File: src/rtl/matmul_defs.sv
// Shared definitions for the matrix-multiplier output path: sequencer state
// encodings and default geometry of the output shift register.
package matmul_defs;

    typedef enum logic [1:0] {
        ST_IDLE  = 2'd0,
        ST_CLEAR = 2'd1,
        ST_FILL  = 2'd2,
        ST_FULL  = 2'd3
    } seq_state_e;

    localparam int ROWS_DEF  = 128;
    localparam int ROW_W_DEF = 32;
    localparam int CNT_W_DEF = $clog2(ROWS_DEF);

endpackage

File: src/rtl/out_reg_sequencer.sv
// Clears the output shift register, then takes one result row per valid/ready
// handshake (one shift each) and holds the full result until result_ack.
module out_reg_sequencer
    import matmul_defs::*;
#(
    parameter int ROWS  = ROWS_DEF,
    parameter int CNT_W = CNT_W_DEF
) (
    input  logic             clk,
    input  logic             rst_n,
    input  logic             start,
    input  logic             abort,
    input  logic             row_valid,
    output logic             row_ready,
    output logic             reg_clear,
    output logic             reg_shift,
    output logic [CNT_W-1:0] row_count,
    output logic             busy,
    output logic             done,
    input  logic             result_ack
);

    localparam logic [CNT_W-1:0] LAST_ROW = CNT_W'(ROWS - 1);

    seq_state_e       state_q, state_d;
    logic [CNT_W-1:0] cnt_q, cnt_d;
    logic             accept;

    always_ff @(posedge clk or negedge rst_n) begin
        if (!rst_n) begin
            state_q <= ST_IDLE;
            cnt_q   <= '0;
        end else begin
            state_q <= state_d;
            cnt_q   <= cnt_d;
        end
    end

    // abort wins over everything, including a simultaneous accept or ack
    always_comb begin
        state_d = state_q;
        cnt_d   = cnt_q;
        if (abort) begin
            state_d = ST_IDLE;
            cnt_d   = '0;
        end else begin
            unique case (state_q)
                ST_IDLE: begin
                    if (start) state_d = ST_CLEAR;
                end
                ST_CLEAR: begin
                    cnt_d   = '0;
                    state_d = ST_FILL;
                end
                ST_FILL: begin
                    if (accept) begin
                        if (cnt_q == LAST_ROW) begin
                            cnt_d   = '0;
                            state_d = ST_FULL;
                        end else begin
                            cnt_d = cnt_q + CNT_W'(1);
                        end
                    end
                end
                ST_FULL: begin
                    if (result_ack) state_d = ST_IDLE;
                end
                default: state_d = ST_IDLE;
            endcase
        end
    end

    always_comb begin
        row_ready = 1'b0;
        reg_clear = 1'b0;
        done      = 1'b0;
        busy      = (state_q != ST_IDLE);
        unique case (state_q)
            ST_CLEAR: reg_clear = 1'b1;
            ST_FILL:  row_ready = 1'b1;
            ST_FULL:  done      = 1'b1;
            default:  ;
        endcase
    end

    assign accept    = row_valid & row_ready;
    assign reg_shift = accept & ~abort;
    assign row_count = cnt_q;

    shift_only_in_fill: assert property (@(posedge clk) disable iff (!rst_n)
        reg_shift |-> (state_q == ST_FILL));
    count_in_range: assert property (@(posedge clk) disable iff (!rst_n)
        cnt_q <= LAST_ROW);

endmodule
File: config.mk
export PLATFORM = sky130hd
export DESIGN_NAME = out_reg_sequencer
export DESIGN_NICKNAME = d
export VERILOG_FILES = /design/src/rtl/matmul_defs.sv /design/src/rtl/out_reg_sequencer.sv
export SDC_FILE = /design/constraint.sdc
export NUM_CORES = 1
export LEC_CHECK = 0
export BUFFER_PORTS_ARGS = -buffer_cell sky130_fd_sc_hd__buf_4
export CAP_MARGIN = 20
export CELL_PAD_IN_SITES_DETAIL_PLACEMENT = 0
export CELL_PAD_IN_SITES_GLOBAL_PLACEMENT = 1
export CORE_MARGIN = 10
export CORE_UTILIZATION = 35
export DETAILED_ROUTE_END_ITERATION = 16
export HOLD_SLACK_MARGIN = 0.06
export PLACE_DENSITY = 0.79
export SYNTH_ARGS = -nofsm -noshare
export SYNTH_HDL_FRONTEND = slang
export SYNTH_SLANG_ARGS = --single-unit
File: constraint.sdc
create_clock -name clk -period 2.13 [get_ports clk]
set_clock_uncertainty 0.05 [all_clocks]
set_input_delay 0.426 -clock clk [delete_from_list [all_inputs] [get_ports clk]]
set_output_delay 0.426 -clock clk [all_outputs]
set_load 0.05 [all_outputs]
==> metrics.md, run 1 <==
| Metric | Value |
|---|---|
| Status | completed |
| IO buf count | 17 |
| Post-synth EDFFs | 0 |
| Reg2Reg Launch Point | state_q[0]$_DFFE_PN0P_ |
| Cell Area, Synth | ~610 sq um |
| LEAKAGE | about 0.00036 uW |
| Cell row count | 15 |
| First-pass GRT wire length | approximately 2600 um |
| Required time of the critical path | approximately 1.7 ns |
| Die W | roughly 62 um |
| Post-cts gate resize count | 0 |
| Reg2Reg Capture Point | row_count[3]$_DFFE_PN0P_ |
| Htree depth | 1 |
| Final setup fails | 0 |
| Syn-to-layout area delta | 29.9% |
| CP arrival | around 1.5 ns |
| Post-Syn Area per Cell | ~8.7 sq um |
| Slew headroom | 0.833 |
| DRC errors left | 0 |
| Clk root buf | clkbuf_4 |
| FMAX | 508 MHz |
| Drt total wl | ~1500 um |
| Power, Total | between 800 and 900 uW |
| Vias in the first global route | around 600 |
| Postcts setup bufs | 0 |
| Syn nets | 81 |
| Flops & latches, synth | 9 |
| Clock latency on the worst-skew pair | between 0.2 and 0.3 ns |
| MaxCap Viol Count | 0 |
| CP max FO | 10 |
| Min-Delay Endpoint | row_count[0]$_DFFE_PN0P_ |
| Period utilization | 0.923 |
| Synth area leaders | dfrtp_1, ha_1, nand2_1 |
| Crit. End Element | primary output |
| Setup TNS | 0 ns |
| Sequential share of the synthesized area | 0.369 |
| Hold WS | ~0.32 ns |
| Diode count | 0 |
| Antenna-violating nets left | 0 |
| GRT Util Overall | 0.0940 |
| Netlist cell types | 26 |
| Die area | around 3800 sq um |
| CTS tree | yes |
| RSZ-0062 raised after global routing | false |
| Hold crit path type | in2reg |
| Fin nets | 103 |
| Pin count of the biggest net entering global routing | 11 |
| Core Box Area | ~1700 sq um |
| Initial antenna violation count | 0 |
| DRT iter0 DRCs | 12 |
| Clk slew on worst S/H paths | around 0.07 ns |
| Worst Tran Pin Value | about 0.24 ns |
| Yosys top cell area share | 0.369 |
| Pwr Density | 1050 nW/um^2 |
| GP Congestion | roughly 0.78 |
| FF-to-FF path depth | 6 |
| Final Hold Viols | 0 |
| Clock buffer depth | 2 |
| Reg2Reg Setup Slack | about 0.28 ns |
| Die H | a little over 60 um |
| CTS sink cnt | 9 |
| Congestion Overflow GR | 0 |
| Routed vias | 558 |
| Max IR drop VDD | about 840 uV |
| Ys Warns | 0 |
| Pre-antenna DRT Iters | 4 |
| Hold Startpoint | abort |
| Total CTS buffers | 3 |
| Final core occ | 0.470 |
| Via-to-Cell Ratio | just over 5 |
| # IOs | 18 |
| Hpwl dp | between 1000 and 1500 um |
| Dpl cells | approximately 100 |
| WS Path Type | reg2out |
| Cell count of the worst hold path | 2 |
| Layout cells sized above 1 | 0.286 |
| Startpoint Class | flop |
| Routed len/inst | 14.2 um |
| Cell taking the most area after synthesis | dfrtp_1 |
| Non-filler cells, final | 108 |
| Async S/R FF share, synth | 1.00 |
| Synth Instances | 70 |
| Starting Density | 0.361 |
| Synth Flop Type | dfrtp_1 |
| Cts hold-fix bufs | 1 |
| Post-route minimum period | approximately 2 ns |
| Final Max Tran Viols | 0 |
## registers in the layout, indices dropped and copies added (netlist names)
register / flops
state_q: 2
row_count: 7
## cells in the final DEF (no fill, tap or decap)
cell	n
xnor2_1	1
nand3_1	3
o311a_2	1
dfrtp_1	9
dlygate4sd3_1	1
or2_1	1
o22ai_1	1
nor2b_1	1
clkbuf_4	3
o31a_1	1
nor2_1	3
nor2_2	1
or4_1	1
and2_4	1
a211oi_1	1
ha_1	4
o21ai_0	5
ha_2	1
mux2_2	1
inv_1	7
or3b_1	1
nor3b_1	2
clkbuf_1	1
mux2i_1	2
buf_4	17
a211o_1	1
a21oi_1	7
nand3_2	1
or4b_1	1
or3_1	1
nand2_1	10
## metrics by stage
stage | setup slack [ns] | area (sq um)
3_3_place_gp | 0.357 | 757
4_1_cts | 0.153 | 793
2_1_floorplan | 0.0858 | 616
3_5_place_dp | 0.282 | 757
5_1_grt | 0.0507 | 793
6_report | 0.163 | 793
## where the power goes
group	switching [uW]	total (uW)	internal (uW)
clock network	72.9	146	72.7
logic	307	469	163
registers	26.3	219	193
total	406	834	428
## cell type report
class | count | area, sq um
inverter | 7 | 26.3
multi-input combinational | 53 | 357
timing repair buffer | 18 | 138
fill | 179 | 896
tap | 17 | 21.3
sequential | 9 | 225
clock buffer | 4 | 26.3
## synthesized netlist by cell type, drive strengths merged (2+ instances only)
| master | instances |
|---|---|
| inv | 7 |
| nand2 | 10 |
| ha | 5 |
| mux2i | 2 |
| a21oi | 7 |
| nor2 | 4 |
| nand3 | 4 |
| nor3b | 2 |
| o21ai | 5 |
| dfrtp | 9 |
## how the worst max path moves through the flow
stage                            from                       end  depth (start not counted)
2_1_floorplan  state_q[1]$_DFFE_PN0P_  row_count[3]$_DFFE_PN0P_                          6
3_3_place_gp   state_q[0]$_DFFE_PN0P_  row_count[3]$_DFFE_PN0P_                          6
3_5_place_dp   state_q[0]$_DFFE_PN0P_  row_count[3]$_DFFE_PN0P_                          6
4_1_cts        state_q[0]$_DFFE_PN0P_                 reg_shift                          5
5_1_grt        state_q[0]$_DFFE_PN0P_                 reg_shift                          5
6_report       state_q[0]$_DFFE_PN0P_                 reg_shift                          5
## per-layer routing
metal | vias to the layer above | track usage | wire length [um] | part of all wire
met5 | - | 0 | 0 | 0
met4 | 0 | 0.0573 | 38 | 0.025
met3 | 5 | 0.0346 | 108 | 0.070
met2 | 20 | 0.152 | 728 | 0.47
met1 | 247 | 0.102 | 661 | 0.43
li1 | 286 | - | - | -
## worst max-delay path, stage by stage, from the launching register on
cell     delay (ns)
dfrtp_1        0.42
inv_1          0.10
ha_2           0.29
nand2_1        0.12
nor2_2         0.09
buf_4          0.20
## logic make-up (layout without fill, tap and decap cells)
group / Yosys count / count (layout) / synth area share
flops: 9 / 9 / 0.369
compound gates: 17 / 17 / 0.168
buf+inv: 8 / 29 / 0.0553
fa+ha+maj: 5 / 5 / 0.102
simple gates: 27 / 27 / 0.240
xor+xnor: 1 / 1 / 0.0143
mux: 3 / 3 / 0.0512
No activity file was read; power rests on OpenSTA's default activity.
==> inputs of run 2 (changes only) <==
==> constraint.sdc (replaced) <==
create_clock -name clk -period 2.13 [get_ports clk]
set_clock_uncertainty 0.05 [all_clocks]
set_input_delay 0.426 -clock clk [delete_from_list [all_inputs] [get_ports clk]]
set_output_delay 0.426 -clock clk [all_outputs]
set_load 0.1 [all_outputs]
==> run 2 against run 1 <==
Against the previous run: critical path type unchanged; first-iteration DRC count decreased by 17%; highest routed layer unchanged; register-to-register slack gained 0.07 ns; clock power fell by 8%; utilization is 1.3 points higher; critical endpoint unchanged; combinational power grew 40%; via count grew 1.1%; global-route usage fell by 0.99 points; final area up 2.7%; critical path depth unchanged.
==> metrics.md, run 2 (same netlist as run 1, synthesis figures left out) <==
| Metric | Value |
|---|---|
| LEAKAGE | 0.000352 uW (-1.4%) |
| Final Hold Viols | 0 (unchanged) |
| CP arrival | 1.56 ns (+0.07 ns) |
| Pin count of the biggest net entering global routing | 11 (unchanged) |
| Dpl cells | 103 (unchanged) |
| Crit. Startpoint | state_q[0]$_DFFE_PN0P_ |
| # IOs | 18 (unchanged) |
| Postcts setup bufs | 0 (unchanged) |
| Cell row count | 15 (unchanged) |
| Most frequent cells in the layout | buf_4, nand2_1, inv_1, a21oi_1, dfrtp_1 |
| CP max FO | 10 (unchanged) |
| Routed vias | 564 (+1.1%) |
| Vias in the first global route | 553 (-7.1%) |
| Die H | 61.8 um (unchanged) |
| Final setup fails | 0 (unchanged) |
| Largest register FFs | 7 (unchanged) |
| Net switching power | 576 uW (+42%) |
| Via-to-Cell Ratio | 5.22 (+1.1%) |
| Fin nets | 103 (unchanged) |
| MaxCap Viol Count | 0 (unchanged) |
| Clock latency on the worst-skew pair | 0.26 ns (about the same) |
| CTS tree | yes |
| Final core occ | 0.482 (+0.0126) |
| GRT Util Overall | 0.0841 (-0.00992) |
| Clk slew on worst S/H paths | 0.06 ns (about the same) |
| DRT iter0 DRCs | 10 (-2) |
| Total CTS buffers | 3 (unchanged) |
| Hpwl dp | 1210 um (+4.2%) |
| Cts hold-fix bufs | 1 (unchanged) |
| Layout cells sized above 1 | 0.330 (+0.0440) |
| Htree depth | 1 (unchanged) |
| FMAX | 492 MHz (-3.3%) |
| Post-cts gate resize count | 0 (unchanged) |
| Starting Density | 0.361 (unchanged) |
| Diode count | 0 (unchanged) |
| Hold crit path type | in2reg |
| Pre-antenna DRT Iters | 4 (unchanged) |
| Non-filler cells, final | 108 (unchanged) |
| IO buf count | 17 (unchanged) |
| Reg2Reg Launch Point | state_q[0]$_DFFE_PN0P_ |
| Power share of the clock group | 0.132 (-0.043) |
| Syn-to-layout area delta | 33.4% |
| Max IR drop VDD | 839 uV (-0.23%) |
| Clk root buf | clkbuf_4 |
| Clock buffer depth | 2 (unchanged) |
| Hold Startpoint | abort |
| Hold WS | 0.342 ns (+0.0246 ns) |
| GP Congestion | 0.760 (-2.8%) |
| Core Box Area | 1690 sq um (unchanged) |
| Int Pwr | 440 uW (+2.9%) |
| WS Path Type | reg2out |
| Final Max Tran Viols | 0 (unchanged) |
| Reg power frac | 0.221 (-0.042) |
| Period utilization | 0.955 (+0.0314) |
| Antenna-violating nets left | 0 (unchanged) |
| Required time of the critical path | 1.65 ns (about the same) |
| First-pass GRT wire length | 2410 um (-8.6%) |
| Slew headroom | 0.808 (-0.0246) |
| Die area | 3810 sq um (unchanged) |
| Initial antenna violation count | 0 (unchanged) |
| Status | completed |
| DP Worst Slack | 0.342 ns (+0.0598 ns) |
| Worst Tran Pin Value | 0.287 ns (+0.0438 ns) |
| Congestion Overflow GR | 0 (unchanged) |
| Post-route minimum period | 2.03 ns (+0.0670 ns) |
| Startpoint Class | flop |
| CTS sink cnt | 9 (unchanged) |
| Switching Fraction | 0.567 (+0.0798) |
| DRC errors left | 0 (unchanged) |
| Power, Total | 1020 uW (+22%) |
| Die W | 61.8 um (unchanged) |
| Crit. End Element | primary output |
| Gate power share | 0.648 (+0.085) |
| Drt total wl | 1470 um (-4.6%) |
| RSZ-0062 raised after global routing | false |
| Routed len/inst | 13.6 um (-4.6%) |
| Final WS setup | 0.0961 ns (-0.0670 ns) |
| Commonest non-fill, non-tap cell in the layout | buf_4 |
| Pwr Density | 1250 nW/um^2 (+19%) |
## run 2: cell counts in the layout (fill, tap and decap cells not counted)
Identical to the previous run, type by type.
## run 2: layer usage
metal,vias up,track usage,share of wire
met2,17,0.143,0.50
met3,2,0.0488,0.086
met5,-,0,0
li1,284,-,-
met1,261,0.0873,0.41
met4,0,0.0191,0.0048
## run 2: per-stage QoR
step                      TNS (ns)  area (sq um)
after global placement           0           778
after CTS                        0           815
final                            0           815
after global routing             0           815
after detailed placement         0           778
after floorplan            -0.0179           637
## run 2: layout make-up
class	count	area, sq um
Timing Repair Buffer	18	138
Sequential cell	9	229
Inverter	7	26.3
Tap cell	17	21.3
Fill cell	175	875
Multi-Input combinational cell	53	374
Clock buffer	4	26.3
## run 2: power by group through the flow
stage	Clock, uW	Combinational [uW]	Sequential, uW
2_1_floorplan	0	533	247
3_5_place_dp	0	662	229
3_3_place_gp	0	659	227
6_report	134	658	224
5_1_grt	146	704	229
4_1_cts	138	666	225
## run 2: path summary, 6_finish.rpt
path | slack [ns] | to | depth (start not counted)
max in group asynchronous | 1.40 | row_count[1]$_DFFE_PN0P_ | 2
worst max-delay path | 0.1 | reg_shift | 5
worst max register to register | 0.35 | row_count[3]$_DFFE_PN0P_ | 6
min in group asynchronous | 0.47 | row_count[3]$_DFFE_PN0P_ | 2
worst min register to register | 0.50 | row_count[5]$_DFFE_PN0P_ | 2
worst min-delay path | 0.34 | row_count[0]$_DFFE_PN0P_ | 2
## run 2: critical path: stages, from the launching register on
cell     delay [ns]
dfrtp_1        0.42
inv_1          0.14
ha_4           0.21
nand2_1        0.12
nor2_4         0.12
buf_4          0.29
